File: src/rtl/mult_div_unit_if.sv
// Handshake/data bundle between the datapath and the HI/LO multiply/divide unit.
interface mult_div_unit_if #(
  parameter int WIDTH = 32
);
  logic             start;
  logic [1:0]       op;
  logic [WIDTH-1:0] srcA;
  logic [WIDTH-1:0] srcB;
  logic             hiWrite;
  logic             loWrite;
  logic [WIDTH-1:0] writeData;
  logic             busy;
  logic             done;
  logic [WIDTH-1:0] hi;
  logic [WIDTH-1:0] lo;

  // Datapath side: issues operations and MTHI/MTLO, reads HI/LO.
  modport master (
    output start, op, srcA, srcB, hiWrite, loWrite, writeData,
    input  busy, done, hi, lo
  );

  // Unit side.
  modport slave (
    input  start, op, srcA, srcB, hiWrite, loWrite, writeData,
    output busy, done, hi, lo
  );
endinterface

File: src/rtl/mult_div_unit.sv
// Iterative MULT/MULTU/DIV/DIVU unit, one bit per clock, with architectural
// HI/LO registers and MTHI/MTLO direct writes.
module mult_div_unit #(
  parameter int WIDTH = 32
) (
  input  logic            clock,
  input  logic            rst,
  mult_div_unit_if.slave  bus
);
  localparam int CW = $clog2(WIDTH) + 1;

  typedef enum logic [1:0] {IDLE, RUN, FIX} state_t;

  state_t             state;
  logic [1:0]         opReg;
  logic [WIDTH-1:0]   opnd;      // multiplicand (mul) or divisor (div), unsigned
  logic [2*WIDTH-1:0] acc;       // mul: {partial hi, multiplier}; div: {remainder, dividend/quotient}
  logic [CW-1:0]      cnt;
  logic               signA, signB, divZero;
  logic [WIDTH-1:0]   origA;
  logic [WIDTH-1:0]   hiReg, loReg;
  logic               busyReg, doneReg;

  // Start-time operand conditioning: magnitudes for signed ops.
  logic             isSigned, sA, sB;
  logic [WIDTH-1:0] absA, absB;
  always_comb begin
    isSigned = ~bus.op[0];
    sA       = isSigned & bus.srcA[WIDTH-1];
    sB       = isSigned & bus.srcB[WIDTH-1];
    absA     = sA ? -bus.srcA : bus.srcA;
    absB     = sB ? -bus.srcB : bus.srcB;
  end

  // One iteration of shift-add (mul) or restoring shift-subtract (div).
  logic [WIDTH:0]     mulSum, divTrial;
  logic [2*WIDTH-1:0] accNext;
  always_comb begin
    mulSum   = {1'b0, acc[2*WIDTH-1:WIDTH]} + (acc[0] ? {1'b0, opnd} : '0);
    divTrial = acc[2*WIDTH-1:WIDTH-1] - {1'b0, opnd};
    accNext  = acc;
    if (!opReg[1])
      accNext = {mulSum, acc[WIDTH-1:1]};
    else if (!divTrial[WIDTH])
      accNext = {divTrial[WIDTH-1:0], acc[WIDTH-2:0], 1'b1};
    else
      accNext = {acc[2*WIDTH-2:0], 1'b0};
  end

  // Final sign correction; unsigned ops never record a sign so this is a no-op.
  logic               fixSigned, negPQ;
  logic [2*WIDTH-1:0] prodFix;
  logic [WIDTH-1:0]   quotFix, remFix;
  always_comb begin
    fixSigned = ~opReg[0];
    negPQ     = fixSigned & (signA ^ signB);
    prodFix   = negPQ ? -acc : acc;
    quotFix   = negPQ ? -acc[WIDTH-1:0] : acc[WIDTH-1:0];
    remFix    = (fixSigned & signA) ? -acc[2*WIDTH-1:WIDTH] : acc[2*WIDTH-1:WIDTH];
  end

  // Control FSM with registered busy/done and HI/LO update.
  always_ff @(posedge clock or posedge rst) begin
    if (rst) begin
      state   <= IDLE;
      opReg   <= '0;
      opnd    <= '0;
      acc     <= '0;
      cnt     <= '0;
      signA   <= 1'b0;
      signB   <= 1'b0;
      divZero <= 1'b0;
      origA   <= '0;
      hiReg   <= '0;
      loReg   <= '0;
      busyReg <= 1'b0;
      doneReg <= 1'b0;
    end else begin
      doneReg <= 1'b0;
      case (state)
        IDLE: begin
          if (bus.start) begin
            opReg   <= bus.op;
            signA   <= sA;
            signB   <= sB;
            divZero <= bus.op[1] & (bus.srcB == '0);
            origA   <= bus.srcA;
            opnd    <= bus.op[1] ? absB : absA;
            acc     <= {{WIDTH{1'b0}}, (bus.op[1] ? absA : absB)};
            cnt     <= '0;
            busyReg <= 1'b1;
            state   <= RUN;
          end else begin
            if (bus.hiWrite) hiReg <= bus.writeData;
            if (bus.loWrite) loReg <= bus.writeData;
          end
        end
        RUN: begin
          acc <= accNext;
          cnt <= cnt + 1'b1;
          if (cnt == CW'(WIDTH - 1)) state <= FIX;
        end
        FIX: begin
          if (!opReg[1]) begin
            hiReg <= prodFix[2*WIDTH-1:WIDTH];
            loReg <= prodFix[WIDTH-1:0];
          end else if (divZero) begin
            hiReg <= origA;
            loReg <= '1;
          end else begin
            hiReg <= remFix;
            loReg <= quotFix;
          end
          doneReg <= 1'b1;
          busyReg <= 1'b0;
          state   <= IDLE;
        end
        default: state <= IDLE;
      endcase
    end
  end

  assign bus.busy = busyReg;
  assign bus.done = doneReg;
  assign bus.hi   = hiReg;
  assign bus.lo   = loReg;
endmodule

File: src/flat_wrapper.sv
// flat-port wrapper written by rule: the top's interface ports become plain ports
module mult_div_unit_flat 
#(
  parameter int WIDTH = 32
)
  (clock, rst, bus_start, bus_op, bus_srcA, bus_srcB, bus_hiWrite, bus_loWrite, bus_writeData, bus_busy, bus_done, bus_hi, bus_lo);
  mult_div_unit_if #(.WIDTH(WIDTH)) bus_i ();
  input  logic clock;
  input  logic rst;
  input wire logic [$bits(bus_i.start)-1:0] bus_start;
  input wire logic [$bits(bus_i.op)-1:0] bus_op;
  input wire logic [$bits(bus_i.srcA)-1:0] bus_srcA;
  input wire logic [$bits(bus_i.srcB)-1:0] bus_srcB;
  input wire logic [$bits(bus_i.hiWrite)-1:0] bus_hiWrite;
  input wire logic [$bits(bus_i.loWrite)-1:0] bus_loWrite;
  input wire logic [$bits(bus_i.writeData)-1:0] bus_writeData;
  output wire logic [$bits(bus_i.busy)-1:0] bus_busy;
  output wire logic [$bits(bus_i.done)-1:0] bus_done;
  output wire logic [$bits(bus_i.hi)-1:0] bus_hi;
  output wire logic [$bits(bus_i.lo)-1:0] bus_lo;
  assign bus_i.start = bus_start;
  assign bus_i.op = bus_op;
  assign bus_i.srcA = bus_srcA;
  assign bus_i.srcB = bus_srcB;
  assign bus_i.hiWrite = bus_hiWrite;
  assign bus_i.loWrite = bus_loWrite;
  assign bus_i.writeData = bus_writeData;
  assign bus_busy = bus_i.busy;
  assign bus_done = bus_i.done;
  assign bus_hi = bus_i.hi;
  assign bus_lo = bus_i.lo;
  mult_div_unit #(.WIDTH(WIDTH)) u_core (.clock(clock), .rst(rst), .bus(bus_i));
endmodule
File: config.mk
export PLATFORM = sky130hd
export DESIGN_NAME = mult_div_unit_flat
export DESIGN_NICKNAME = d
export VERILOG_FILES = /design/src/rtl/mult_div_unit_if.sv /design/src/rtl/mult_div_unit.sv /design/src/flat_wrapper.sv
export SDC_FILE = /design/constraint.sdc
export NUM_CORES = 1
export LEC_CHECK = 0
export ABC_AREA = 1
export BUFFER_PORTS_ARGS = -buffer_cell sky130_fd_sc_hd__buf_2
export CORE_AREA = 2 2 195 197
export DETAILED_ROUTE_END_ITERATION = 10
export DIE_AREA = 0 0 197 199
export GPL_TIMING_DRIVEN = 0
export HOLD_SLACK_MARGIN = 0.03
export PLACE_DENSITY = 0.83
export SYNTH_ARGS = -nofsm -noshare
export SYNTH_HDL_FRONTEND = slang
export SYNTH_SLANG_ARGS = --single-unit
File: constraint.sdc
create_clock -name clock -period 14.9 [get_ports clock]
set_clock_uncertainty 0.15 [all_clocks]
set_input_delay 2.98 -clock clock [delete_from_list [all_inputs] [get_ports clock]]
set_output_delay 2.98 -clock clock [all_outputs]
set_load 0.1 [all_outputs]
==> qor.txt <==
Final routed wire length divided by cell count: 22.2 microns
Number of antenna violations at the first check in global routing: 5
Switch share: 0.612
Resized Gates After CTS: 0
R2r worst-path depth: 19
Vias in the first global route: 21,855
First-pass GRT wire length: 134,000 microns
Setup slack at placement: 9420 ps
Result of the run: complete, no violations
Level count of the clock H-tree: 1
Final critical-path setup slack: 9810 ps
Final #Nets: 3,794
Die Height: 199 microns
Total of flip-flops plus latches after synthesis: 207
Cell-by-cell listing of the critical path: buf_2 -> nor2_1 -> nor2_1 -> inv_1 -> buf_2 -> buf_1 -> a22oi_1
Via count normalized by instance count: 5.91
Endpoint of the lowest-slack register-to-register path: u_core.acc[61]
Number of buffers added by the clock tree synthesis step: 25
Post-route DRC: 0
Setup bufs post-CTS: 0
Area added between synthesis and finish: 11.6%
Antenna-violating nets left: 0
Clock Sinks: 207
Dominant synthesized flop cell: sky130_fd_sc_hd__dfrtp_1
Hold Crit Start: u_core.cnt[5]
Starting utilization of the core area: 0.542
Combinational group share of total power: 0.708
Hold Crit Depth: 1
Top-level port count: 169
Number of iterations in the first detailed-routing pass: 7
Period Utilization, post-route: 0.342
Worst-path fanout max: 10
Maximum vdd drop: 0.153 mV
Port buffer count: 168
Leakage power of the design: 11.7 nW
Endpoints failing setup: 0
Total internal power: 2.49 mW
Unique cell type count in the Yosys netlist: 52
Number of flops mapped to enable cells by yosys: 0
Placement row count: 71
Category of the worst setup path launch point: input port
Switching pwr: 3.94 mW
Worst slew pin tran: 1140 ps
Maximum clock frequency: 197 MHz
Crit-path max cell delay: 720 ps
Average footprint of a synthesized cell: 5.88 sq um
Setup crit end kind: flop
Setup tns final: 0 ps
Total grt overflow: 0
Buffers from clock root to sink, at most: 3
Worst slack on hold paths: 312 ps
Synthesized net count: 3,598
Number of filler cells placed in the layout: 3,764
Count of hold buffers inserted by post-cts repair: 0
Cell area after technology mapping: 0.0201 sq mm
Yosys warnings: 0
Routability congestion estimate: 1.10
Worst Hold Class: reg -> reg
Core box area: 0.0371 sq mm
Proportion of layout cells with a drive suffix above 1: 0.0863
Synth async-reset ratio: 1.00
Number of DRC markers after the initial detailed-route iteration: 3,391
Required arrival time at the worst endpoint: 15,140 ps
Slowest stage cell on the critical path: sky130_fd_sc_hd__buf_1
Die footprint: 0.0392 sq mm
Largest net degree at the start of global routing: 123
Worst-path clk slew: 60 ps
Total power after layout: 6.43 mW
R2r startpoint: u_core.acc[0]
CP Data Arrival Time: 5330 ps
Min Tclk post-route: 5090 ps
Root buffer cell: sky130_fd_sc_hd__clkbuf_16
Number of standard cells after synthesis: 3,424
Share of synthesized area occupied by flip-flops and latches: 0.257
Half-perimeter wire length of the detailed placement result: 75,300 microns
Critical path type: in -> reg
RSZ-0062 raised after global routing: false
Vias post-DR: 24,338
Setup slack of the most critical reg-to-reg path: 11,000 ps
Number of max-cap violations: 0
Clock latency of the later-clocked register in the worst-skew pair: 560 ps
Sequential share of power: 0.193
GRT Total Usage: 0.460
Clock tree from TritonCTS: built
Final Hold Vio Count: 0
Clock network fraction of design power: 0.100
Width of the die: 197 microns
Wire length reported by the detailed router: 91,300 microns
Number of slew-limit violations in the final report: 0
P per Cell Area: 286 mW/mm^2
Hold-critical path endpoint: u_core.state[1]
Worst slew margin relative to its limit: 0.239
## registers in the layout, summed over array words and instances, names as in the netlist, 2 cells and up
register and cells:
u_core.opReg 2, u_core.bus.lo 32, u_core.bus.hi 32, u_core.cnt 6, u_core.state 2, u_core.opnd 32, u_core.acc 64, u_core.origA 32
## through the flow
stage,cell area [sq um],utilization,instances
5_1_grt,22500,0.605,4116
3_3_place_gp,21600,0.581,4066
6_report,22500,0.605,4116
4_1_cts,22500,0.605,4112
3_5_place_dp,21600,0.582,4067
2_1_floorplan,20100,-,3424
## kinds of logic (layout without fill, tap and decap cells)
| kind of cell | Yosys count | after routing | synth area share |
|---|---|---|---|
| other | 0 | 4 | 0 |
| buffers and inverters | 549 | 763 | 0.107 |
| adder cells (fa/ha/maj) | 71 | 71 | 0.0449 |
| AO/OA/AOI/OAI | 570 | 570 | 0.155 |
| XOR/XNOR | 75 | 75 | 0.0326 |
| flip-flops | 207 | 207 | 0.257 |
| AND/OR/NAND/NOR | 1952 | 1952 | 0.404 |
## layout by cell type (no fill, tap or decap), types with 15 or more instances in the layout
master                      Yosys  routed
sky130_fd_sc_hd__nor2_1       412     412
sky130_fd_sc_hd__o21ai_0      219     219
sky130_fd_sc_hd__a31oi_1       19      19
sky130_fd_sc_hd__clkbuf_16      0      25
sky130_fd_sc_hd__nand2_1     1115    1115
sky130_fd_sc_hd__nor3_1        20      20
sky130_fd_sc_hd__nand4_1       30      30
sky130_fd_sc_hd__buf_2         26     194
sky130_fd_sc_hd__o211ai_1      29      29
sky130_fd_sc_hd__ha_1          69      69
sky130_fd_sc_hd__buf_1         21      21
sky130_fd_sc_hd__xor2_1        62      62
sky130_fd_sc_hd__clkbuf_1      83      87
sky130_fd_sc_hd__a21oi_1      233     233
sky130_fd_sc_hd__inv_1        397     396
sky130_fd_sc_hd__o21ai_1       15      15
sky130_fd_sc_hd__nand3b_1      19      19
sky130_fd_sc_hd__dfrtp_1      207     207
sky130_fd_sc_hd__nand3_1      293     293
## final cells by class
cell class	count	area, sq um	area share
Sequential cell	207	5180	0.231
Multi-Input combinational cell	2668	12800	0.570
Clock buffer	36	737	0.0328
Buffer	140	611	0.0272
Inverter	409	1540	0.0687
Tap cell	474	593	0.0264
Clock inverter	9	114	0.00507
Antenna cell	4	10.0	0.000446
Timing Repair Buffer	169	868	0.0387
## how the worst max path moves through the flow
stage / startpoint / end / slack, ps
after global placement: rst / u_core.cnt[0] / 3690
final: bus_start / u_core.acc[12] / 9810
after CTS: bus_start / u_core.opnd[21] / 9980
after floorplan: rst / u_core.acc[0] / 6120
after global routing: bus_start / u_core.acc[12] / 9780
after detailed placement: bus_start / u_core.opnd[21] / 9420
## synthesized netlist by cell type, types with 11 or more instances
library cell               instances  share of area
sky130_fd_sc_hd__o21ai_0         219          0.054
sky130_fd_sc_hd__clkbuf_1         83          0.015
sky130_fd_sc_hd__o211ai_1         29          0.011
sky130_fd_sc_hd__a22oi_1          13         0.0048
sky130_fd_sc_hd__o21ai_1          15         0.0037
sky130_fd_sc_hd__xor2_1           62          0.027
sky130_fd_sc_hd__nand3_2          14         0.0070
sky130_fd_sc_hd__a21oi_1         233          0.058
sky130_fd_sc_hd__nor3_1           20         0.0050
sky130_fd_sc_hd__xnor2_1          13         0.0057
sky130_fd_sc_hd__nand2_1        1115           0.21
sky130_fd_sc_hd__buf_1            21         0.0039
sky130_fd_sc_hd__dfrtp_1         207           0.26
sky130_fd_sc_hd__nand4_1          30         0.0093
sky130_fd_sc_hd__nand2_2          12         0.0037
sky130_fd_sc_hd__inv_1           397          0.074
sky130_fd_sc_hd__nand3_1         293          0.073
sky130_fd_sc_hd__ha_1             69          0.043
sky130_fd_sc_hd__a31oi_1          19         0.0059
sky130_fd_sc_hd__nor2_2           11         0.0034
sky130_fd_sc_hd__nor2_1          412          0.077
sky130_fd_sc_hd__nand3b_1         19         0.0071
sky130_fd_sc_hd__buf_2            26         0.0065
sky130_fd_sc_hd__o21bai_1         14         0.0052
## power groups by stage
stage	clock network [mW]	registers [mW]	logic (mW)
after global placement	0	1.19	4.34
after global routing	0.663	1.24	4.93
final	0.642	1.24	4.55
after detailed placement	0	1.20	4.37
after CTS	0.640	1.19	4.40
after floorplan	0	1.63	2.67
## critical path: cells and delay by family
family,cells,cell delay (ps)
AND/OR/NAND/NOR,2,850
buffers and inverters,4,1280
AO/OA/AOI/OAI,1,200
## per-layer routing
metal,vias up,GRT usage,routed length [microns],share of wire
li1,11399,-,-,-
met1,11019,0.624,36000,0.39
met2,1645,0.660,36300,0.40
met3,273,0.134,13000,0.14
met4,2,0.248,5980,0.065
met5,-,0,13,0.00014
(Power assumes the default switching activity.)
